[config.mk]
export PLATFORM = sky130hd
export DESIGN_NAME = timer_counter
export DESIGN_NICKNAME = d
export VERILOG_FILES = /design/src/rtl/timer_pkg.sv /design/src/rtl/timer_prescaler.sv /design/src/rtl/timer_counter.sv
export SDC_FILE = /design/constraint.sdc
export NUM_CORES = 1
export LEC_CHECK = 0
export BUFFER_PORTS_ARGS = -buffer_cell sky130_fd_sc_hd__clkbuf_2
export CAP_MARGIN = 0
export CORE_MARGIN = 2
export CORE_UTILIZATION = 30
export CTS_BUF_LIST = sky130_fd_sc_hd__clkbuf_4
export DETAILED_ROUTE_END_ITERATION = 10
export GPL_ROUTABILITY_DRIVEN = 1
export HOLD_SLACK_MARGIN = 0.12
export PLACE_DENSITY_LB_ADDON = 0.1
export SLEW_MARGIN = 20
export SYNTH_ARGS = -nofsm -noshare
export SYNTH_HDL_FRONTEND = slang
export SYNTH_HIERARCHICAL = 1
export SYNTH_SLANG_ARGS = --single-unit
export TNS_END_PERCENT = 5
[constraint.sdc]
create_clock -name clk -period 9.1 [get_ports clk]
set_input_delay 0.91 -clock clk [delete_from_list [all_inputs] [get_ports clk]]
set_output_delay 0.91 -clock clk [all_outputs]
set_load 0.01 [all_outputs]
[src/rtl/timer_pkg.sv]
// timer_pkg: register offsets, TCR field layout and shared types for the
// 64-bit system timer (timer_counter and timer_prescaler).
package timer_pkg;

   // Register offsets relative to the timer window base
   localparam logic [31:0] OFF_TCR   = 32'h0000_0000;
   localparam logic [31:0] OFF_TDR0  = 32'h0000_0004;
   localparam logic [31:0] OFF_TDR1  = 32'h0000_0008;
   localparam logic [31:0] OFF_TCMP0 = 32'h0000_000C;
   localparam logic [31:0] OFF_TCMP1 = 32'h0000_0010;
   localparam logic [31:0] OFF_TIER  = 32'h0000_0014;
   localparam logic [31:0] OFF_TISR  = 32'h0000_0018;

   // TCR field positions
   localparam int TCR_EN_BIT  = 0;
   localparam int TCR_DIV_LSB = 8;
   localparam int TCR_DIV_W   = 4;

   // Largest legal prescaler exponent unless overridden at the top
   localparam int DIV_MAX_DEF = 8;

   typedef struct packed {
      logic [TCR_DIV_W-1:0] div_val;
      logic                 timer_en;
   } tcr_t;

   // Place the TCR fields into their bus-visible positions; other bits read 0
   function automatic logic [31:0] tcr_to_word(input tcr_t t);
      logic [31:0] w;
      w = 32'h0000_0000;
      w[TCR_DIV_LSB +: TCR_DIV_W] = t.div_val;
      w[TCR_EN_BIT]               = t.timer_en;
      return w;
   endfunction

endpackage

[src/rtl/timer_prescaler.sv]
// timer_prescaler: emits one tick every 2^div_val enabled cycles.
// clr restarts the phase from zero and suppresses the tick that cycle.
module timer_prescaler
   import timer_pkg::*;
#(
   parameter int DIV_MAX = DIV_MAX_DEF
) (
   input  logic                 clk,
   input  logic                 rst,
   input  logic                 en,
   input  logic [TCR_DIV_W-1:0] div_val,
   input  logic                 clr,
   output logic                 tick
);

   // One spare bit so 2^DIV_MAX-1 always fits
   localparam int PW = DIV_MAX + 1;

   logic [PW-1:0] pre_q, pre_d;
   logic [PW-1:0] term_s;
   logic          tick_s;

   assign term_s = (PW'(1) << div_val) - PW'(1);
   assign tick   = tick_s;

   // Advance the phase counter and flag the terminal count
   always_comb begin
      pre_d  = pre_q;
      tick_s = 1'b0;
      if (clr) begin
         pre_d = '0;
      end else if (en) begin
         if (pre_q >= term_s) begin
            pre_d  = '0;
            tick_s = 1'b1;
         end else begin
            pre_d = pre_q + PW'(1);
         end
      end else begin
         pre_d = pre_q;
      end
   end

   // Phase counter register with synchronous reset
   always_ff @(posedge clk) begin
      if (rst) begin
         pre_q <= '0;
      end else begin
         pre_q <= pre_d;
      end
   end

endmodule

[src/rtl/timer_counter.sv]
// timer_counter: 64-bit free-running system timer with prescaler, sticky
// compare interrupt and read-back of every register in the timer window.
// TCMP0/TCMP1 are read-only mirrors of tcmp; the compare block owns writes.
// Build option TIMER_SNAPSHOT_EN: a TDR0 read latches cnt[63:32] into a
// shadow register which TDR1 reads then return (atomic 64-bit read).
module timer_counter
   import timer_pkg::*;
#(
   parameter logic [31:0] BASE_ADDR = 32'h2000_0000,
   parameter int          DIV_MAX   = DIV_MAX_DEF
) (
   input  logic        clk,
   input  logic        rst,
   input  logic [31:0] addr,
   input  logic [31:0] wdata,
   input  logic        wr_en,
   input  logic        rd_en,
   input  logic [63:0] tcmp,
   input  logic        dbg_halt,
   output logic [31:0] rdata,
   output logic        rvalid,
   output logic        rerr,
   output logic        tim_int
);

   localparam logic [TCR_DIV_W-1:0] DIV_LIMIT = TCR_DIV_W'(DIV_MAX);

   tcr_t        tcr_q, tcr_d;
   logic [63:0] cnt_q, cnt_d;
   logic        int_en_q, int_en_d;
   logic        int_st_q, int_st_d;
   logic [31:0] rdata_q, rdata_d;
   logic        rvalid_q, rvalid_d;
   logic        rerr_q, rerr_d;

   logic [31:0]          offset_s;
   logic [TCR_DIV_W-1:0] wr_div_s;
   logic                 wr_tcr_s, wr_tdr0_s, wr_tdr1_s, wr_tier_s, wr_tisr_s;
   logic                 tcr_ok_s, div_chg_s, pre_clr_s, pre_en_s, tick_s;
   logic                 cmp_hit_s;
   logic [31:0]          tdr1_rd_s;
   logic [31:0]          rd_data_s;
   logic                 rd_err_s;
   logic                 unused_wdata_s;

   assign offset_s       = addr - BASE_ADDR;
   assign wr_div_s       = wdata[TCR_DIV_LSB +: TCR_DIV_W];
   assign unused_wdata_s = ^{wdata[31:12], wdata[7:1]};

   // A TCR write with an out-of-range divider is dropped entirely
   assign tcr_ok_s  = wr_tcr_s & (wr_div_s <= DIV_LIMIT);
   assign div_chg_s = tcr_ok_s & (wr_div_s != tcr_q.div_val);
   assign pre_clr_s = ~tcr_q.timer_en | div_chg_s;
   assign pre_en_s  = tcr_q.timer_en & ~dbg_halt;
   assign cmp_hit_s = (cnt_q >= tcmp);

   timer_prescaler #(.DIV_MAX(DIV_MAX)) u_prescaler (
      .clk     (clk),
      .rst     (rst),
      .en      (pre_en_s),
      .div_val (tcr_q.div_val),
      .clr     (pre_clr_s),
      .tick    (tick_s)
   );

   // Decode which register, if any, a bus write targets
   always_comb begin
      wr_tcr_s  = 1'b0;
      wr_tdr0_s = 1'b0;
      wr_tdr1_s = 1'b0;
      wr_tier_s = 1'b0;
      wr_tisr_s = 1'b0;
      if (wr_en) begin
         case (offset_s)
            OFF_TCR:   wr_tcr_s  = 1'b1;
            OFF_TDR0:  wr_tdr0_s = 1'b1;
            OFF_TDR1:  wr_tdr1_s = 1'b1;
            OFF_TIER:  wr_tier_s = 1'b1;
            OFF_TISR:  wr_tisr_s = 1'b1;
            // compare registers are written by the compare block, not here
            OFF_TCMP0, OFF_TCMP1: wr_tcr_s = 1'b0;
            default:   wr_tcr_s  = 1'b0;
         endcase
      end else begin
         wr_tcr_s = 1'b0;
      end
   end

   // Next state for control, counter and interrupt registers
   always_comb begin
      tcr_d    = tcr_q;
      cnt_d    = cnt_q;
      int_en_d = int_en_q;
      int_st_d = int_st_q;

      if (tcr_ok_s) begin
         tcr_d.timer_en = wdata[TCR_EN_BIT];
         tcr_d.div_val  = wr_div_s;
      end else begin
         tcr_d = tcr_q;
      end

      // a half load replaces that half only and swallows the tick
      if (wr_tdr0_s) begin
         cnt_d = {cnt_q[63:32], wdata};
      end else if (wr_tdr1_s) begin
         cnt_d = {wdata, cnt_q[31:0]};
      end else if (tick_s) begin
         cnt_d = cnt_q + 64'd1;
      end else begin
         cnt_d = cnt_q;
      end

      if (wr_tier_s) begin
         int_en_d = wdata[0];
      end else begin
         int_en_d = int_en_q;
      end

      // set beats a simultaneous write-one-to-clear
      if (cmp_hit_s) begin
         int_st_d = 1'b1;
      end else if (wr_tisr_s && wdata[0]) begin
         int_st_d = 1'b0;
      end else begin
         int_st_d = int_st_q;
      end
   end

`ifdef TIMER_SNAPSHOT_EN
   logic [31:0] shadow_q, shadow_d;

   // Capture the upper count half whenever the lower half is read
   always_comb begin
      if (rd_en && (offset_s == OFF_TDR0)) begin
         shadow_d = cnt_q[63:32];
      end else begin
         shadow_d = shadow_q;
      end
   end

   // Shadow register with synchronous reset
   always_ff @(posedge clk) begin
      if (rst) begin
         shadow_q <= 32'h0000_0000;
      end else begin
         shadow_q <= shadow_d;
      end
   end

   assign tdr1_rd_s = shadow_q;
`else
   assign tdr1_rd_s = cnt_q[63:32];
`endif

   // Read mux over current register state; unmapped offsets flag an error
   always_comb begin
      rd_data_s = 32'h0000_0000;
      rd_err_s  = 1'b0;
      case (offset_s)
         OFF_TCR:   rd_data_s = tcr_to_word(tcr_q);
         OFF_TDR0:  rd_data_s = cnt_q[31:0];
         OFF_TDR1:  rd_data_s = tdr1_rd_s;
         OFF_TCMP0: rd_data_s = tcmp[31:0];
         OFF_TCMP1: rd_data_s = tcmp[63:32];
         OFF_TIER:  rd_data_s = {31'h0000_0000, int_en_q};
         OFF_TISR:  rd_data_s = {31'h0000_0000, int_st_q};
         default:   rd_err_s  = 1'b1;
      endcase
   end

   // Read response is produced the cycle after the strobe
   always_comb begin
      rvalid_d = rd_en;
      if (rd_en) begin
         rdata_d = rd_data_s;
         rerr_d  = rd_err_s;
      end else begin
         rdata_d = 32'h0000_0000;
         rerr_d  = 1'b0;
      end
   end

   // State registers with synchronous reset
   always_ff @(posedge clk) begin
      if (rst) begin
         tcr_q    <= '0;
         cnt_q    <= 64'h0;
         int_en_q <= 1'b0;
         int_st_q <= 1'b0;
         rdata_q  <= 32'h0000_0000;
         rvalid_q <= 1'b0;
         rerr_q   <= 1'b0;
      end else begin
         tcr_q    <= tcr_d;
         cnt_q    <= cnt_d;
         int_en_q <= int_en_d;
         int_st_q <= int_st_d;
         rdata_q  <= rdata_d;
         rvalid_q <= rvalid_d;
         rerr_q   <= rerr_d;
      end
   end

   assign rdata   = rdata_q;
   assign rvalid  = rvalid_q;
   assign rerr    = rerr_q;
   assign tim_int = int_st_q & int_en_q;

endmodule
Word level (Yosys, flattened, before mapping)
Index checks and enable logic that the tools add are counted.
{ "word_totals": {"register_bits": 114, "elab_cells": 66} }
{ "classes": {"bitwise": 9, "order_cmp": 3, "n_shift": 1, "eq_ne": 8, "add_sub_neg": 4, "reduce_logical": 10, "mux": 21} }
{ "ops": {"columns": ["operator", "count"], "rows": [
  ["32-bit case mux with 7 select lines", 1],
  ["64-bit 2-to-1 mux", 2],
  ["32-bit by 5-bit equality test with 1-bit output, second input constant", 3],
  ["64-bit by 1-bit adder with 64-bit output, second input constant", 1],
  ["32-bit by 4-bit equality test with 1-bit output, second input constant", 2],
  ["64-bit greater-or-equal comparator", 1],
  ["32-bit by 3-bit equality test with 1-bit output, second input constant", 1],
  ["32-bit logical NOT", 1],
  ["32-bit 2-to-1 mux", 1],
  ["32-bit by 30-bit subtractor with 32-bit output, second input constant", 1],
  ["1-bit 2-to-1 mux", 16],
  ["9-bit by 1-bit adder with 9-bit output, second input constant", 1],
  ["9-bit greater-or-equal comparator", 1],
  ["9-bit 2-to-1 mux", 1],
  ["1-bit by 4-bit << shifter with 9-bit output, first input constant", 1],
  ["9-bit by 2-bit subtractor with 9-bit output, second input constant", 1],
  ["7-bit OR reduction", 1],
  ["2-bit nonzero test", 3],
  ["1-bit AND", 4],
  ["4-bit less-or-equal comparator, second input constant", 1],
  ["4-bit inequality test", 1],
  ["1-bit inverter", 4],
  ["2-bit AND reduction", 2],
  ["2-bit OR reduction", 2],
  ["3 further kinds", 3]
]} }

Depth between registers and ports, before layout
{ "logic_depth": {"depth_word": 11, "mapped_depth": 20, "depth_no_buf": 17} }

Cells and area by module
Netlist, hierarchy kept.
{ "modules_own_cells": {"columns": ["mod", "n_inst", "area_per_inst_um2", "cells_per_inst", "seq_area_each_um2"], "rows": [
  ["timer_counter", 1, 7986.4, 1006, 2102.0],
  ["timer_prescaler", 1, 854.6, 107, 180.2]
]} }

Worst setup path after synthesis
No wires, ideal clock.
{ "synth_timing": {"kind": "register -> register", "startpoint": "register tcr_q[2] (netlist name)", "endpoint": "register cnt_q[10]", "required_ns": 9.009, "t_arrival_ns": 3.956, "path_stages_with_launch": 18, "period_less_slack_ns": 4.047, "slack_ns": 5.053, "path_buffers": 2, "cell_sequence": "dfxtp_1 -> clkbuf_1 -> nor3_1 -> nand2_1 -> ha_1 -> clkbuf_1 -> nor4_1 -> a21o_1 -> a21oi_1 -> ha_1 -> a21oi_1 -> or3_4 -> o211ai_4 -> nor3b_2 -> inv_1 -> or4_4 -> or3_1 -> a311oi_1"} }
{ "synth_between": {"elab_chain_len": 8} }
{ "synth_rtl": {"columns": ["item", "line_no", "text"], "rows": [
  ["start, declared", "timer_counter.sv:28", "tcr_t tcr_q, tcr_d;"],
  ["start signal, assigned", "timer_counter.sv:195", "tcr_q <= tcr_d;"],
  ["1-bit by 4-bit << shifter with 9-bit output", "timer_prescaler.sv:23", "assign term_s = (PW'(1) << div_val) - PW'(1);"],
  ["9-bit by 2-bit subtractor with 9-bit output", "timer_prescaler.sv:23", null],
  ["9-bit greater-or-equal comparator", "timer_prescaler.sv:33", "if (pre_q >= term_s) begin"],
  ["1-bit 2-to-1 mux", "timer_prescaler.sv:33", null],
  ["1-bit 2-to-1 mux", "timer_prescaler.sv:32", "end else if (en) begin"],
  ["1-bit 2-to-1 mux *", "timer_prescaler.sv:30", "if (clr) begin"],
  ["named net tick_s", "timer_counter.sv:39", "logic tcr_ok_s, div_chg_s, pre_clr_s, pre_en_s, tick_s;"],
  ["2-bit nonzero test (no source line) *", null, null],
  ["2-bit AND reduction (no source line) *", null, null],
  ["end signal, assigned", "timer_counter.sv:196", "cnt_q <= cnt_d;"],
  ["end, declared", "timer_counter.sv:29", "logic [63:0] cnt_q, cnt_d;"]
]} }
The timed path passes the listed nets; every way through them passes the cells marked *.
A chain may end at the register's enable or synchronous reset.

Final worst setup path
{ "layout_timing": {"startpoint": "register tcr_q[2] (netlist name)", "endpoint": "register cnt_q[12]"} }
Same word-level chain as after synthesis.

==> results.py <==
metrics = {
    "status": {
        "run_status": "finished, final reports clean",
    },
    "logic_synthesis": {
        "number_of_flops_mapped_to_enable_cells_by_yosys": 0,
        "postSynthAreaPerCell_um2": 7.94,
        "yosys_warnings": 6,
        "synth.top_cells.by_area": "dfxtp_1 26%, ha_1 11%, a21oi_1 5.2%",
        "synth.top_cell.area_share_pct": 25.8,
        "netlist-cell-type-count": 82,
        "netlist_instances": 1113,
        "synthFlopType": "dfxtp_1",
        "async_reset_ff_share_pct": 0,
        "list_of_most_frequent_post_synthesis_cells": "114 x dfxtp_1, 105 x nand2_1, 91 x a21oi_1, 85 x inv_1, 77 x ha_1",
        "synth.ff_latch_count": 114,
        "synth.yosys.seq_area_share_pct": 25.8,
        "synthesized_area_um2": 8840,
        "synth.most_common_cell": "dfxtp_1",
        "synthesis.nets": 1323,
        "yosys.area.top_type": "dfxtp_1",
    },
    "timing": {
        "worst_slew_margin_rel_pct": 33.4,
        "timing.fmax_ghz": 0.214,
        "worst_slew_pin_slew_ns": 0.999,
        "layout_min_cycle_time_ns": 4.67,
        "timing_max_transition_violations_final": 0,
        "finalHoldViolCount": 0,
        "layout_worst_path_cycle_share_pct": 51.3,
        "grt_setup_unrepaired": "false",
        "clock_skew_after_layout_ns": 0.0314,
        "timing.setup.tns_ns": 0,
        "final-setup-viol-count": 0,
    },
    "detailed_routing": {
        "drt-wirelength-per-cell_um": 21.1,
        "wirelength_met1_mm": 16.2,
        "routed_wl_mm": 34.6,
        "highest_metal_used": "met4",
        "met2RoutedLength_mm": 15.0,
        "drt_drc_violations_left": 0,
        "number_of_detailed_routing_iterations_run_before_antenna_repair": 7,
        "route.met3.wl_mm": 2.57,
        "ratio_of_routed_vias_to_standard_cells": 5.59,
        "initial_drt_markers": 796,
        "detailroute.via_count": 9180,
        "route.antenna.remaining_nets": 0,
    },
    "setup_path": {
        "r2r_setup_slack_ns": 4.43,
        "worstReg2RegEnd": "cnt_q[12]",
        "endpoint_kind": "flip-flop",
        "worst_path_bufs_invs": 2,
        "depth_of_the_worst_register_to_register_path": 16,
        "timing.critical_path.from_type": "flip-flop",
        "timing.critical_path.slowest_cell_delay_ns": 0.61,
        "rr_startpoint": "tcr_q[2]",
        "crit_chain": "nor3_1, nand2_1, ha_1, nor4_1, a21o_1, a21oi_1, ha_1, a21oi_1, or3_4, o211ai_4, nor3b_2, buf_4, inv_1, or4_4, or3_1, a311oi_1",
        "crit_type": "reg2reg",
        "critPathSlowestCell": "or4_4",
        "cp.required_ns": 9.57,
        "critical_path.max_fanout": 21,
        "cp_arrival_ns": 5.14,
        "critPathTopFamily": "simple AND/OR/NAND/NOR gates",
    },
    "floorplan": {
        "start_util_pct": 30.6,
        "core.rowCount": 62,
        "chipHeight_um": 176,
        "placeableCoreArea_um2": 28900,
        "top_level_ports": 168,
        "die_width_um": 176,
        "fp.dieArea_um2": 30900,
    },
    "global_routing": {
        "grt_pass1_wl_mm": 52.6,
        "antenna_found_initial": 1,
        "pin_count_of_the_biggest_net_entering_global_routing": 48,
        "grt_pass1_vias": 8685,
        "total_congestion_overflow": 0,
        "grt_util_all_layers_pct": 22.2,
    },
    "cts": {
        "cts_sinks": 114,
        "h-tree-depth": 4,
        "tritoncts.num_buffers": 17,
        "post_cts_buffers": 0,
        "cts_resized": 0,
        "cts-root-buf": "clkbuf_4",
        "tritoncts": "done",
        "cts_hold_buffers": 0,
        "clkLatencyLatePin_ns": 0.55,
        "worst_setup_hold_path_clk_slew_ns": 0.13,
        "cts-root-to-sink-buffers": 2,
    },
    "power_and_ir_drop": {
        "cellPowerDensity_nw_per_um2": 102,
        "ir_worst_vdd_v": 0.0000715,
        "power_leakage_uw": 0.00421,
    },
    "hold_path": {
        "min_to": "cnt_q[63]",
        "worstHoldPathType": "reg2reg",
        "hp-start": "cnt_q[63]",
        "min_delay_path_depth": 2,
    },
    "final_layout": {
        "final-seq-area_um2": 2280,
        "drive_gt1_share_pct": 19.0,
        "syn_to_final_growth_pct": 15.9,
        "fillerInstances": 3124,
        "layout.nets": 1454,
        "final_util_pct": 35.5,
        "footprint_of_the_multi_input_gates_um2": 5920,
    },
    "job": {
        "drv_cap": 0,
    },
    "placement": {
        "dp.final_hpwl_mm": 25.9,
        "gp_routability_congestion": 0.842,
        "port-buffer-count": 167,
    },
}
==> layer usage <==
layer / up-vias / track usage (%)
met5: - / 0
met4: 0 / 7.09
met3: 47 / 4.46
met2: 322 / 33.3
met1: 4305 / 31.7
li1: 4506 / -
==> worst min-delay path, stage by stage, from the launching register on <==
cell and delay [ns]:
dfxtp_1 0.37, nand2_1 0.07, o2bb2ai_1 0.05
==> power breakdown <==
group          switching (µW)  internal (µW)
logic                    58.2           41.6
registers                3.52            501
clock network             224            219
total                     286            762
==> how the worst max path moves through the flow <==
stage	from	endpoint	slack, ns	cells after the start
2_1_floorplan	tcr_q[2]	cnt_q[10]	5.05	17
3_3_place_gp	addr[29]	cnt_q[62]	4.63	13
3_5_place_dp	tcr_q[2]	cnt_q[12]	4.45	16
4_1_cts	tcr_q[2]	cnt_q[10]	4.44	16
5_1_grt	tcr_q[2]	cnt_q[19]	4.17	17
6_report	tcr_q[2]	cnt_q[12]	4.43	16
==> cells by family (layout without fill, tap and decap cells) <==
kind of cell,after synthesis,count (layout),share of synthesized area (%)
XOR/XNOR,28,28,2.77
multiplexers,16,16,2.52
AO/OA/AOI/OAI,303,303,23.7
buffers and inverters,153,297,7.25
flip-flops,114,114,25.8
AND/OR/NAND/NOR,422,422,27.1
adder cells (fa/ha/maj),77,77,10.9
other,0,1,0
==> stage by stage <==
step                      instances  area (µm²)  total power [µW]  worst slack, ns  hold WS [ns]
after CTS                      1641       10200              1060             4.44         0.532
after floorplan                1113        8840               558             5.05         0.458
after global placement         1609        9940               616             4.63         0.506
after global routing           1642       10300              1100             4.17         0.545
final                          1642       10300              1050             4.43         0.533
after detailed placement       1609        9940               615             4.45         0.518
==> cells in the final DEF, fill, tap and decap left out, types with 5 or more instances in the layout <==
cell type  Yosys  routed
o31ai_1       11      11
a21oi_1       91      91
nand4_1       53      53
xor2_1        21      21
mux2i_1       11      11
a31oi_1       10      10
a311oi_1      15      15
o211ai_1       8       8
nor4b_1        7       7
nor2_1        65      65
nor3_1        19      19
clkbuf_4       0      19
o2bb2ai_1      6       6
a222oi_1      27      27
a21o_1         8       8
nand2_1      105     105
and2_1        17      17
and3_1        19      19
or3_1         14      14
inv_1         85      85
o21a_1         8       8
a211oi_1      24      24
dfxtp_1      114     114
nor4_1        18      17
ha_1          77      77
mux4_2         5       5
xnor2_1        7       7
buf_4          4      13
clkbuf_2       0     167
a22oi_1        6       6
o21ai_0       45      45
o2111ai_1      5       5
nor2b_1        5       5
nand3_1       38      38
or4_1          7       7
and4_1        17      17
==> area by class of cell <==
class,instances,area share [%]
diodes,1,0.0244
flip-flops and latches,114,22.3
repair buffers,180,9.11
multi-input cells,846,57.8
inverters,85,3.11
clock inverters,13,1.62
clock buffers,19,1.39
well taps,384,4.69
==> state kept, by name (all words and copies together) (netlist names) <==
register / count
rdata: 32
rvalid: 1
u_prescaler/pre_q: 9
cnt_q: 64
rerr: 1
int_en_q: 1
tcr_q: 5
int_st_q: 1
(Power assumes the default switching activity.)
